### config.mk
export PLATFORM = sky130hd
export DESIGN_NAME = seq_alu_core
export DESIGN_NICKNAME = d
export VERILOG_FILES = /design/src/rtl/seq_alu_core.sv
export SDC_FILE = /design/constraint.sdc
export NUM_CORES = 1
export LEC_CHECK = 0
export ABC_AREA = 1
export CAP_MARGIN = 20
export CELL_PAD_IN_SITES_DETAIL_PLACEMENT = 0
export CELL_PAD_IN_SITES_GLOBAL_PLACEMENT = 2
export CORE_MARGIN = 2
export CORE_UTILIZATION = 36
export CTS_CLUSTER_DIAMETER = 200
export CTS_CLUSTER_SIZE = 40
export DETAILED_ROUTE_END_ITERATION = 10
export GPL_TIMING_DRIVEN = 0
export PLACE_DENSITY_LB_ADDON = 0.08
export SYNTH_ARGS = -nofsm -noshare
export SYNTH_HDL_FRONTEND = slang
export SYNTH_SLANG_ARGS = --single-unit
### constraint.sdc
create_clock -name clk_i -period 3.6 [get_ports clk_i]
set_clock_uncertainty 0.2 [all_clocks]
set_input_delay 0.36 -clock clk_i [delete_from_list [all_inputs] [get_ports clk_i]]
set_output_delay 0.36 -clock clk_i [all_outputs]
set_load 0.02 [all_outputs]
### src/rtl/seq_alu_core.sv
// seq_alu_core -- button-driven sequential ALU with a small register file.
//
// The operator keys in an opcode, operand A and operand B on the switches,
// pressing Button0 after each one. The core then executes (one cycle for
// simple ops, WIDTH cycles for the shift-add multiplier or the optional
// divider) and shows the result until the next press.
//
// Optional feature macro: SEQ_ALU_DIV_EN adds opcode 0101 = restoring divide.
//
// Ports:
//   clk_i          system clock, rising edge
//   rst_i          asynchronous active-high reset
//   sw_i           [WIDTH+3:4] operand field, [3:0] opcode field
//   button0_i      enter key, acted on once per rising edge
//   button1_i      display select (1 = high half of result)
//   result_o       last computed result, 2*WIDTH bits
//   result_disp_o  selected half of result_o
//   valid_o        result is fresh (SHOW state)
//   busy_o         core is executing
//   error_o        illegal opcode, or divide by zero
//   carry_o        carry (ADD) or borrow (SUB)
//   state_o        FSM state code
module seq_alu_core #(
  parameter int WIDTH = 4,
  parameter int REGS  = 8
) (
  input  logic                 clk_i,
  input  logic                 rst_i,
  input  logic [WIDTH+3:0]     sw_i,
  input  logic                 button0_i,
  input  logic                 button1_i,
  output logic [2*WIDTH-1:0]   result_o,
  output logic [WIDTH-1:0]     result_disp_o,
  output logic                 valid_o,
  output logic                 busy_o,
  output logic                 error_o,
  output logic                 carry_o,
  output logic [2:0]           state_o
);

  localparam logic [2:0] GET_OP = 3'd0;
  localparam logic [2:0] GET_A  = 3'd1;
  localparam logic [2:0] GET_B  = 3'd2;
  localparam logic [2:0] EXEC   = 3'd3;
  localparam logic [2:0] SHOW   = 3'd4;

  localparam logic [3:0] OP_ADD  = 4'b0001;
  localparam logic [3:0] OP_SUB  = 4'b0011;
  localparam logic [3:0] OP_DIV  = 4'b0101;
  localparam logic [3:0] OP_MUL  = 4'b0111;
  localparam logic [3:0] OP_NAND = 4'b1000;
  localparam logic [3:0] OP_NOR  = 4'b1001;
  localparam logic [3:0] OP_XOR  = 4'b1011;
  localparam logic [3:0] OP_LD   = 4'b1110;
  localparam logic [3:0] OP_ST   = 4'b1111;

  localparam int AW = $clog2(REGS);
  localparam int CW = $clog2(WIDTH);

  logic [2:0]         state_q, state_d;
  logic               btn_prev_q;
  logic               press;
  logic [3:0]         op_q;
  logic [WIDTH-1:0]   a_q, b_q;
  logic [2*WIDTH-1:0] result_q;
  logic               valid_q, error_q, carry_q;
  logic [WIDTH-1:0]   regfile_q [REGS];
  logic [CW-1:0]      cnt_q;
  logic [2*WIDTH-1:0] prod_q, mcand_q, prod_n;
  logic [WIDTH-1:0]   mplier_q;
  logic [AW-1:0]      addr;
  logic               op_legal, multi_cycle, exec_done;
  logic [2*WIDTH-1:0] exec_result;
  logic               exec_carry, exec_err;
  logic [WIDTH:0]     sum;

`ifdef SEQ_ALU_DIV_EN
  logic [WIDTH-1:0]   rem_q, quo_q, rem_n, quo_n;
  logic [WIDTH:0]     div_sh;
  logic               div_ge;
`endif

  assign press = button0_i & ~btn_prev_q;

  // Register address is A mod REGS; zero-extend when A is narrower than the index.
  if (WIDTH >= AW) begin : g_addr_slice
    assign addr = a_q[AW-1:0];
  end else begin : g_addr_ext
    assign addr = {{(AW-WIDTH){1'b0}}, a_q};
  end

  always_comb begin
    case (sw_i[3:0])
      OP_ADD, OP_SUB, OP_MUL, OP_NAND, OP_NOR, OP_XOR, OP_LD, OP_ST: op_legal = 1'b1;
`ifdef SEQ_ALU_DIV_EN
      OP_DIV:  op_legal = 1'b1;
`endif
      default: op_legal = 1'b0;
    endcase
  end

`ifdef SEQ_ALU_DIV_EN
  assign multi_cycle = (op_q == OP_MUL) || (op_q == OP_DIV);
  // Restoring step: shift next dividend bit into the partial remainder and
  // subtract B when it fits. The true difference is < B, so W bits suffice.
  assign div_sh = {rem_q, quo_q[WIDTH-1]};
  assign div_ge = (div_sh >= {1'b0, b_q});
  assign rem_n  = div_ge ? (div_sh[WIDTH-1:0] - b_q) : div_sh[WIDTH-1:0];
  assign quo_n  = {quo_q[WIDTH-2:0], div_ge};
`else
  assign multi_cycle = (op_q == OP_MUL);
`endif

  assign exec_done = !multi_cycle || (cnt_q == CW'(WIDTH - 1));
  // Final shift-add step is folded into the result so MUL takes exactly WIDTH cycles.
  assign prod_n    = prod_q + (mplier_q[0] ? mcand_q : '0);
  assign sum       = {1'b0, a_q} + {1'b0, b_q};

  always_comb begin
    exec_result = '0;
    exec_carry  = 1'b0;
    exec_err    = 1'b0;
    case (op_q)
      OP_ADD:  begin
        exec_result = {{(WIDTH-1){1'b0}}, sum};
        exec_carry  = sum[WIDTH];
      end
      OP_SUB:  begin
        exec_result = {{WIDTH{1'b0}}, a_q - b_q};
        exec_carry  = (a_q < b_q);
      end
      OP_NAND: exec_result = {{WIDTH{1'b0}}, ~(a_q & b_q)};
      OP_NOR:  exec_result = {{WIDTH{1'b0}}, ~(a_q | b_q)};
      OP_XOR:  exec_result = {{WIDTH{1'b0}}, a_q ^ b_q};
      OP_MUL:  exec_result = prod_n;
      OP_LD:   exec_result = {{WIDTH{1'b0}}, regfile_q[addr]};
      OP_ST:   exec_result = {{WIDTH{1'b0}}, b_q};
`ifdef SEQ_ALU_DIV_EN
      OP_DIV:  begin
        if (b_q == '0) begin
          exec_result = '1;
          exec_err    = 1'b1;
        end else begin
          exec_result = {rem_n, quo_n};
        end
      end
`endif
      default: ;
    endcase
  end

  // FSM: state register
  always_ff @(posedge clk_i or posedge rst_i) begin
    if (rst_i) state_q <= GET_OP;
    else       state_q <= state_d;
  end

  // FSM: next state
  always_comb begin
    state_d = state_q;
    case (state_q)
      GET_OP:  if (press && op_legal) state_d = GET_A;
      GET_A:   if (press) state_d = GET_B;
      GET_B:   if (press) state_d = EXEC;
      EXEC:    if (exec_done) state_d = SHOW;
      SHOW:    if (press) state_d = GET_OP;
      default: state_d = GET_OP;
    endcase
  end

  // FSM: outputs
  always_comb begin
    busy_o  = (state_q == EXEC);
    state_o = state_q;
  end

  // Datapath
  always_ff @(posedge clk_i or posedge rst_i) begin
    if (rst_i) begin
      btn_prev_q <= 1'b0;
      op_q       <= '0;
      a_q        <= '0;
      b_q        <= '0;
      result_q   <= '0;
      valid_q    <= 1'b0;
      error_q    <= 1'b0;
      carry_q    <= 1'b0;
      cnt_q      <= '0;
      prod_q     <= '0;
      mcand_q    <= '0;
      mplier_q   <= '0;
      for (int i = 0; i < REGS; i++) regfile_q[i] <= '0;
`ifdef SEQ_ALU_DIV_EN
      rem_q      <= '0;
      quo_q      <= '0;
`endif
    end else begin
      btn_prev_q <= button0_i;
      case (state_q)
        GET_OP: if (press) begin
          op_q <= sw_i[3:0];
          if (op_legal) begin
            error_q <= 1'b0;
            valid_q <= 1'b0;
          end else begin
            error_q <= 1'b1;
          end
        end
        GET_A: if (press) a_q <= sw_i[WIDTH+3:4];
        GET_B: if (press) begin
          b_q      <= sw_i[WIDTH+3:4];
          cnt_q    <= '0;
          prod_q   <= '0;
          mcand_q  <= {{WIDTH{1'b0}}, a_q};
          mplier_q <= sw_i[WIDTH+3:4];
`ifdef SEQ_ALU_DIV_EN
          rem_q    <= '0;
          quo_q    <= a_q;
`endif
        end
        EXEC: begin
          cnt_q    <= cnt_q + CW'(1);
          prod_q   <= prod_n;
          mcand_q  <= mcand_q << 1;
          mplier_q <= mplier_q >> 1;
`ifdef SEQ_ALU_DIV_EN
          rem_q    <= rem_n;
          quo_q    <= quo_n;
`endif
          if (exec_done) begin
            result_q <= exec_result;
            carry_q  <= exec_carry;
            valid_q  <= 1'b1;
            if (exec_err) error_q <= 1'b1;
            if (op_q == OP_ST) regfile_q[addr] <= b_q;
          end
        end
        SHOW: if (press) valid_q <= 1'b0;
        default: ;
      endcase
    end
  end

  assign result_o      = result_q;
  assign valid_o       = valid_q;
  assign error_o       = error_q;
  assign carry_o       = carry_q;
  assign result_disp_o = button1_i ? result_q[2*WIDTH-1:WIDTH] : result_q[WIDTH-1:0];

endmodule
-- After elaboration in Yosys (flattened, before gate mapping)
Memory sizes are Yosys's and may differ from the RTL's.
Index checks and enable logic that the tools add are counted.
W data, S select, Z words.
- register bits: 81
- ROM bits: 16
- input port bits: 12
- output and inout port bits: 19
- memories: 1
- memories (memory ; depth ; bits a word ; read ports ; clocked after memory_dff ; wr ports ; RTL line ; text):
    (no name shown) ; 16 ; 1 ; 1 ; 0 ; 0 ; 93 ; case (sw_i[3:0])
- add/subtract/negate cells: 4
- magnitude comparators: 3
- equality and inequality tests: 20
- multiplexer cells: 30
- bitwise logic cells: 8
- reductions and logical operators: 15
- operators by type and width (cell ; number):
    $pmux W8 S8 ; 1
    $bwmux W32 ; 1
    $pmux W8 S2 ; 2
    $mux W8 ; 3
    $eq A4 B4 Y1 const B ; 5
    $mux W4 ; 5
    $mux W3 ; 5
    $pmux W3 S5 ; 1
    $bmux W4 S3 ; 1
    $demux W4 S3 ; 1
    $ne A2 B2 Y1 const B ; 6
    $reduce_and A2 Y1 ; 5
    $reduce_and A5 Y1 ; 2
    $add A8 B8 Y8 ; 1
    $not A4 Y4 ; 2
    $pmux W4 S2 ; 1
    $eq A3 B2 Y1 const B ; 2
    $add A4 B4 Y5 ; 1
    $mux W1 ; 5
    $and A4 B4 Y4 ; 1
    $eq A4 B1 Y1 const B ; 1
    $eq A4 B2 Y1 const B ; 1
    $eq A4 B3 Y1 const B ; 1
    $ge A4 B4 Y1 const B ; 1
    24 further kinds ; 25

-- Depth between registers and ports, before layout
Gate-level depths: netlist of run 1.
- depth after elaboration: 6
- gate-level depth with buffers: 14
- gate-level depth less buffers: 12

-- Worst setup path after synthesis of run 1
Ideal clock, no wire load.
- path kind: register to register
- start point: reg a_q[0]
- end point: reg result_q[2], in the netlist result_o[2]
- setup time: 117 ps
- data arrival time: 1851 ps
- data required time: 3283 ps
- setup slack: 1433 ps
- stages on the path, launching flop included: 13
- path buffers: 2
- clock period less this slack: 2167 ps
- cells stage by stage: dfrtp_1 -> clkbuf_2 -> inv_1 -> buf_2 -> ha_1 -> inv_1 -> fa_1 -> xor2_1 -> o211ai_1 -> nor2_1 -> nand2_1 -> nand2_1 -> nand2_1
- word-level cells in the longest chain between the ends: 5
- ends and longest elaborated chain (element ; RTL line ; text):
    start: declaration ; 64 ; logic [WIDTH-1:0] a_q, b_q;
    start signal: assignment ; 209 ; GET_A: if (press) a_q <= sw_i[WIDTH+3:4];
    $not A3 Y4 (implied by the code) ; 136 ; OP_LD: exec_result = {{WIDTH{1'b0}}, regfile_q[addr]};
    $bmux W4 S3 ; 136 ;
    $mux W4 (implied by the code) (2 in series) ; 136 ;
    $pmux W8 S8 * ; 123 ; case (op_q)
    end signal: assignment ; 231 ; result_q <= exec_result;
    end: declaration ; 65 ; logic [2*WIDTH-1:0] result_q;
Every way passes the cells marked *; elsewhere a longest branch is shown, timed or not. The select of a mux whose other input is x is not followed.
A chain may end at the register's enable or synchronous reset.

-- Worst setup path in the final report of run 1
- start point: reg state_q[0], in the netlist state_o[0]
- end point: out busy_o
- word-level cells in the longest chain between the ends: 1
- ends and longest elaborated chain (element ; RTL line ; text):
    start: declaration ; 60 ; logic [2:0] state_q, state_d;
    start signal: assignment ; 155 ; else state_q <= state_d;
    $eq A3 B2 Y1 ; 173 ; busy_o = (state_q == EXEC);
    end: declaration ; 35 ; output logic busy_o,
No other way between the ends.

==> flow_summary.yaml, run 1 <==
sta:
  report.final.slew_viol_count: 0
  timing.final.crit_share: 0.757
  timing.final.crit_period_ns: 2.73
  hold_ws_ns: 0.152
  rsz0062_at_grt: "no"
  final.setup.worst_slack_ns: 0.873
  hold_violations: 0
  maxSlewHeadroom: 0.492
  tightest_slew_ns: 0.756
  setup_violations: 0
  clock.fmax_mhz: 367
logic_synthesis:
  yosys-top-cells-count: "nand2_1 (156), dfrtp_1 (81), o21ai_0 (56)"
  synthXorXnorAreaFrac: 0.0116
  synth_top_area_frac: 0.447
  async_reset_ff_frac: 1.00
  synthDistinctLibCells: 37
  synthTopCellsByArea: "dfrtp_1 (45%), nand2_1 (13%), o21ai_0 (6.2%)"
  syn_area_sq_um: 4530
  synth_top_family_by_area: "simple AND/OR/NAND/NOR gates"
  synthMuxAreaShare: 0.0124
  syn_avg_cell_area_sq_um: 8.11
  synth_edf_count: 0
  ys_warn_count: 0
  ys.flop_type: "dfrtp_1"
  synth_fa_ha_area_frac: 0.0712
  synthCells: 559
  ys_seq_area_frac: 0.447
  yosys.area.top_type: "dfrtp_1"
  yosysMostFrequentCell: "nand2_1"
  ys_ff_latch: 81
  synth_compound_area_frac: 0.125
  synth-simple-area-share: 0.265
  syn_nets: 595
setup_path:
  critPathKind: "reg -> out"
  cp_max_fo: 10
  cp-end-kind: "primary output"
  crit_required_ns: 3.04
  start_kind: "register"
  arrival_ns: 2.17
route:
  via_count: 3730
  ant_nets: 0
  routed_wl_um: 11500
  drc_errors: 0
  vias_per_cell: 4.82
  drtIter0Drc: 123
  drtPass1Iterations: 4
  drt-wirelength-per-cell_um: 14.9
power_and_ir_drop:
  power_leakage_nw: 2.72
  swShare: 0.420
  p_int_mw: 2.52
  p_clk_frac: 0.233
  p_per_area_nw_per_um2: 805
  p_comb_frac: 0.453
  seqPwrFrac: 0.314
  worst_ir_drop_vdd_uv: 231
  switchingPower_mw: 1.83
clock_tree:
  postCtsHoldBufs: 0
  root_buffer: "clkbuf_16"
  cts_tree: "done"
  clk_pin_slew_ns: 0.06
  cts-buffers-inserted: 9
  post_cts_buffers: 0
  clk_latency_ns: 0.34
  cts_buffer_depth: 2
  h-tree-depth: 3
  clkSinkCount: 81
  post_cts_resized: 0
status:
  status: "completed"
layout:
  num-nets-final: 637
  num-fill-cells: 1268
  syn_to_final_growth_pct: 19.2
  antenna_cells: 0
  drive_gt1_frac: 0.0974
  final_area_sq_um: 5410
die:
  die_width_um: 116
  start_util: 0.373
  coreArea_sq_um: 12200
  num_rows: 40
  dieArea_sq_um: 13500
  ioPinCount: 31
  die_h_um: 116
placed_design:
  gp_congestion: 0.842
  dpl_worst_slack_ns: 1.07
  port_buffers: 30
  dpl-instance-area_sq_um: 5070
  dp_hpwl_um: 8520
global_route:
  gr-usage-all-layers: 0.186
  overflow: 0
  grt_pass1_wl_um: 19000
  grt_max_degree: 57
  grt_pass1_vias: 3659
  antenna_found_initial: 0
job:
  maxCapViolCount: 0
worst_hold_path:
  hold_path.class: "in -> async"
## cells in the final DEF (no fill, tap or decap), drive strengths merged, types with 2 or more instances in the layout
cell type	n
mux2	5
dfrtp	81
nor2	44
clkbuf	16
bufinv	2
a21oi	14
nand4	12
nor3	3
xor2	6
o211ai	9
clkinv	5
ha	21
nand3	34
buf	13
inv	57
clkdlybuf4s50	30
a31oi	4
a22o	4
o22ai	3
nand2	162
o21ai	65
o21bai	2
fa	3
or2	8
## power groups by stage
stage / registers (mW) / logic [mW] / clock network [mW]
after floorplan: 1.40 / 1.32 / 0
after global placement: 1.38 / 1.98 / 0
after detailed placement: 1.39 / 1.99 / 0
after CTS: 1.37 / 2.00 / 1.05
after global routing: 1.40 / 2.24 / 1.09
final: 1.37 / 1.97 / 1.02
## cells by family (layout without fill, tap and decap cells)
group | Yosys count | after routing
XOR/XNOR | 6 | 6
multiplexers | 5 | 5
AO/OA/AOI/OAI | 102 | 102
adder cells (fa/ha/maj) | 24 | 24
AND/OR/NAND/NOR | 265 | 265
flip-flops | 81 | 81
buffers and inverters | 76 | 123
## registers in the layout, indices dropped and copies added (netlist names)
register and flops:
mcand_q 8, a_q 4, result_o 8, error_o 1
carry_o 1, valid_o 1, state_o 3, cnt_q 2
regfile_q 32, op_q 4, prod_q 8, mplier_q 4
b_q 4, btn_prev_q 1
## area by class of cell
| cell class | instances | area (sq um) | area share |
|---|---|---|---|
| buffer | 16 | 83.8 | 0.0155 |
| inverter | 60 | 228 | 0.0421 |
| clock inverter | 4 | 73.8 | 0.0137 |
| sequential | 81 | 2030 | 0.375 |
| timing repair buffer | 31 | 328 | 0.0606 |
| tap | 168 | 210 | 0.0389 |
| clock buffer | 12 | 256 | 0.0475 |
| multi-input combinational | 402 | 2200 | 0.407 |
## metal layers
metal	vias up	part of all wire	global-route usage
met4	0	0.020	0.0746
li1	1915	-	-
met5	-	0	0
met1	1747	0.47	0.240
met2	53	0.49	0.311
met3	15	0.027	0.0306
## per-stage QoR
stage / power (mW) / setup TNS, ns / cells / utilization
floorplan: 2.72 / 0 / 559 / -
global placement: 3.36 / -41.49 / 757 / 0.415
detailed placement: 3.38 / 0 / 758 / 0.417
CTS: 4.42 / 0 / 774 / 0.444
global route: 4.73 / 0 / 774 / 0.444
finish: 4.35 / 0 / 774 / 0.444
## worst paths after layout
kind | slack (ns) | start | cells after the start | endpoint
setup / recovery | 0.87 | state_o[0]$_DFFE_PP0P_ | 4 | busy_o
min in group clk_i | 0.27 | valid_o$_DFFE_PP0P_ | 2 | valid_o$_DFFE_PP0P_
max in group asynchronous | 2.44 | rst_i | 3 | a_q[2]$_DFFE_PP0P_
hold / removal | 0.15 | rst_i | 2 | op_q[0]$_DFFE_PP0P_
setup reg to reg | 1.08 | b_q[2]$_DFFE_PP0P_ | 12 | result_o[3]$_DFFE_PP0P_
hold reg to reg | 0.27 | valid_o$_DFFE_PP0P_ | 2 | valid_o$_DFFE_PP0P_
## worst max-delay path: stages (launching register included)
cell and delay, ns:
dfrtp_1 0.46, nand2_1 0.13, nor2_4 0.28, buf_2 0.31
clkdlybuf4s50_1 0.65
Power figures use the tool's default switching activity.
==> run 2, diff against run 1 <==
--- a/config.mk
+++ b/config.mk
@@ -10,7 +10,7 @@
 export CELL_PAD_IN_SITES_DETAIL_PLACEMENT = 0
 export CELL_PAD_IN_SITES_GLOBAL_PLACEMENT = 2
 export CORE_MARGIN = 2
-export CORE_UTILIZATION = 36
+export CORE_UTILIZATION = 32
 export CTS_CLUSTER_DIAMETER = 200
 export CTS_CLUSTER_SIZE = 40
 export DETAILED_ROUTE_END_ITERATION = 10
==> constraint.sdc (replaced) <==
create_clock -name clk_i -period 2.3 [get_ports clk_i]
set_clock_uncertainty 0.2 [all_clocks]
set_input_delay 0.23 -clock clk_i [delete_from_list [all_inputs] [get_ports clk_i]]
set_output_delay 0.23 -clock clk_i [all_outputs]
set_load 0.02 [all_outputs]
==> run 2 against run 1 <==
  * Sequential cell count unchanged
  * Register-to-register slack got worse by 0.95 ns
  * Combinational power increased by 66%
  * Routed wire length increased by 5.5%
  * Critical path type is now reg -> reg
  * Critical endpoint is now result_o[2]$_DFFE_PP0P_
==> flow_summary.yaml, run 2 (synthesis results as in run 1) <==
sta:
  report.final.slew_viol_count: 0
  hold_violations: 0
  timing.final.crit_share: 0.945
  timing.final.crit_period_ns: 2.17
  tightest_slew_ns: 0.711
  rsz0062_at_grt: "no"
  finalSetupTns_ns: 0
  maxSlewHeadroom: 0.522
  final.setup.worst_slack_ns: 0.126
  clock.fmax_mhz: 460
  hold_ws_ns: 0.0387
  setup_violations: 0
die:
  die_h_um: 123
  dieArea_sq_um: 15100
  die_width_um: 123
  num_rows: 43
  start_util: 0.327
  ioPinCount: 31
  coreArea_sq_um: 13900
clock_tree:
  cts_tree: "done"
  postCtsHoldBufs: 0
  root_buffer: "clkbuf_16"
  clkSinkCount: 81
  cts_buffer_depth: 2
  clk_pin_slew_ns: 0.06
  clk_latency_ns: 0.34
  h-tree-depth: 3
  cts-buffers-inserted: 9
placed_design:
  dp_hpwl_um: 8960
  dpl_worst_slack_ns: -0.243
  post-place-cells: 771
  port_buffers: 30
  gp_congestion: 0.797
  dpl-instance-area_sq_um: 5100
power_and_ir_drop:
  worst_ir_drop_vdd_uv: 370
  p_clk_frac: 0.192
  power_leakage_nw: 2.72
  p_per_area_nw_per_um2: 1230
  p_int_mw: 3.80
  p_comb_frac: 0.486
  total_power_mw: 6.73
  switchingPower_mw: 2.93
  swShare: 0.435
  seqPwrFrac: 0.321
route:
  drtIter0Drc: 199
  drt-wirelength-per-cell_um: 15.4
  ant_nets: 0
  vias_per_cell: 4.74
  routed_wl_um: 12200
  via_count: 3744
  drc_errors: 0
  drtPass1Iterations: 4
setup_path:
  timing.reg2reg.setup_slack_ns: 0.13
  crit_required_ns: 2.34
  critPathKind: "reg -> reg"
  path_buf_inv: 1
  arrival_ns: 2.21
  cp_slowest_cell: "dfrtp_2"
  cp_max_fo: 6
  cp-end-kind: "register"
  crit_top_cell: "nand2_1"
  start_kind: "register"
  cpLargestDelayFamily: "adder cells"
  max_stage_delay_ns: 0.44
  crit_chain: "buf_4 > ha_1 > fa_2 > xor2_1 > nand2_1 > o211ai_1 > nor2_1 > nand2_1 > nand2_1 > nand2_1"
layout:
  syn_to_final_growth_pct: 20.5
  top_register: "regfile_q"
  largest_reg_flops: 32
  final_area_sq_um: 5460
  layout_common_cells: "nand2_1 (156), dfrtp_1 (76), o21ai_0 (56)"
  drive_gt1_frac: 0.128
  final_cells: 790
  final_common_cell: "nand2_1"
  final_core_util: 0.394
  antenna_cells: 0
  num-nets-final: 644
job:
  maxCapViolCount: 0
global_route:
  antenna_found_initial: 0
  grt_max_degree: 39
  grt_pass1_vias: 3727
  overflow: 0
  grt_pass1_wl_um: 19900
  gr-usage-all-layers: 0.176
status:
  status: "completed"
worst_hold_path:
  hold_path.class: "in -> async"
[run 2: changes by cell type in the layout (fill, tap and decap cells not counted), sizes merged]
cell           change
buf                +9
clkinv             -1
clkdlybuf4s50      -1
bufinv             -2
dlygate4sd2        +1
inv                -2
clkbuf             -2
clkinvlp           +2
[run 2: power by group through the flow]
stage                     Combinational (mW)  Sequential [mW]  Clock, mW
after floorplan                         2.06             2.20          0
after global placement                  3.12             2.16          0
after detailed placement                3.15             2.17          0
after CTS                               3.17             2.20       1.33
after global routing                    3.73             2.22       1.39
final                                   3.27             2.16       1.29
[run 2: worst reg2reg max path, stage by stage, from the launching register on]
cell      delay [ns]
dfrtp_2         0.44
buf_4           0.14
ha_1            0.24
fa_2            0.37
xor2_1          0.17
nand2_1         0.08
o211ai_1        0.09
nor2_1          0.11
nand2_1         0.10
nand2_1         0.08
nand2_1         0.04
[run 2: final timing paths]
kind	start	to	cells after the start
worst max-delay path	a_q[0]$_DFFE_PP0P_	result_o[2]$_DFFE_PP0P_	10
worst min-delay path	rst_i	regfile_q[29]$_DFFE_PP0P_	2
worst max register to register	a_q[0]$_DFFE_PP0P_	result_o[2]$_DFFE_PP0P_	10
worst min register to register	valid_o$_DFFE_PP0P_	valid_o$_DFFE_PP0P_	2
max in group asynchronous	rst_i	mplier_q[0]$_DFFE_PP0P_	3
min in group clk_i	button0_i	btn_prev_q$_DFF_PP0_	1
[run 2: cell type report]
cell class / instances / area (sq um)
Inverter: 60 / 239
Sequential cell: 81 / 2030
Buffer: 14 / 87.6
Multi-Input combinational cell: 402 / 2230
Fill cell: 1467 / 8420
Timing Repair Buffer: 40 / 399
Tap cell: 180 / 225
Clock inverter: 1 / 5.00
Clock buffer: 12 / 246
[run 2: per-layer routing]
| metal | up-vias | global-route usage | part of all wire |
|---|---|---|---|
| met4 | 0 | 0.0597 | 0.014 |
| met3 | 12 | 0.0295 | 0.018 |
| met1 | 1771 | 0.229 | 0.48 |
| li1 | 1928 | - | - |
| met5 | - | 0 | 0 |
| met2 | 33 | 0.296 | 0.49 |
[run 2: timing repair]
| item | 4_1_cts | 5_1_grt |
|---|---|---|
| buffers inserted | 1 | 7 |
| setup endpoints to repair | 7 | 7 |
| pin swaps | 1 | 1 |
| gates resized for setup | 12 | 9 |
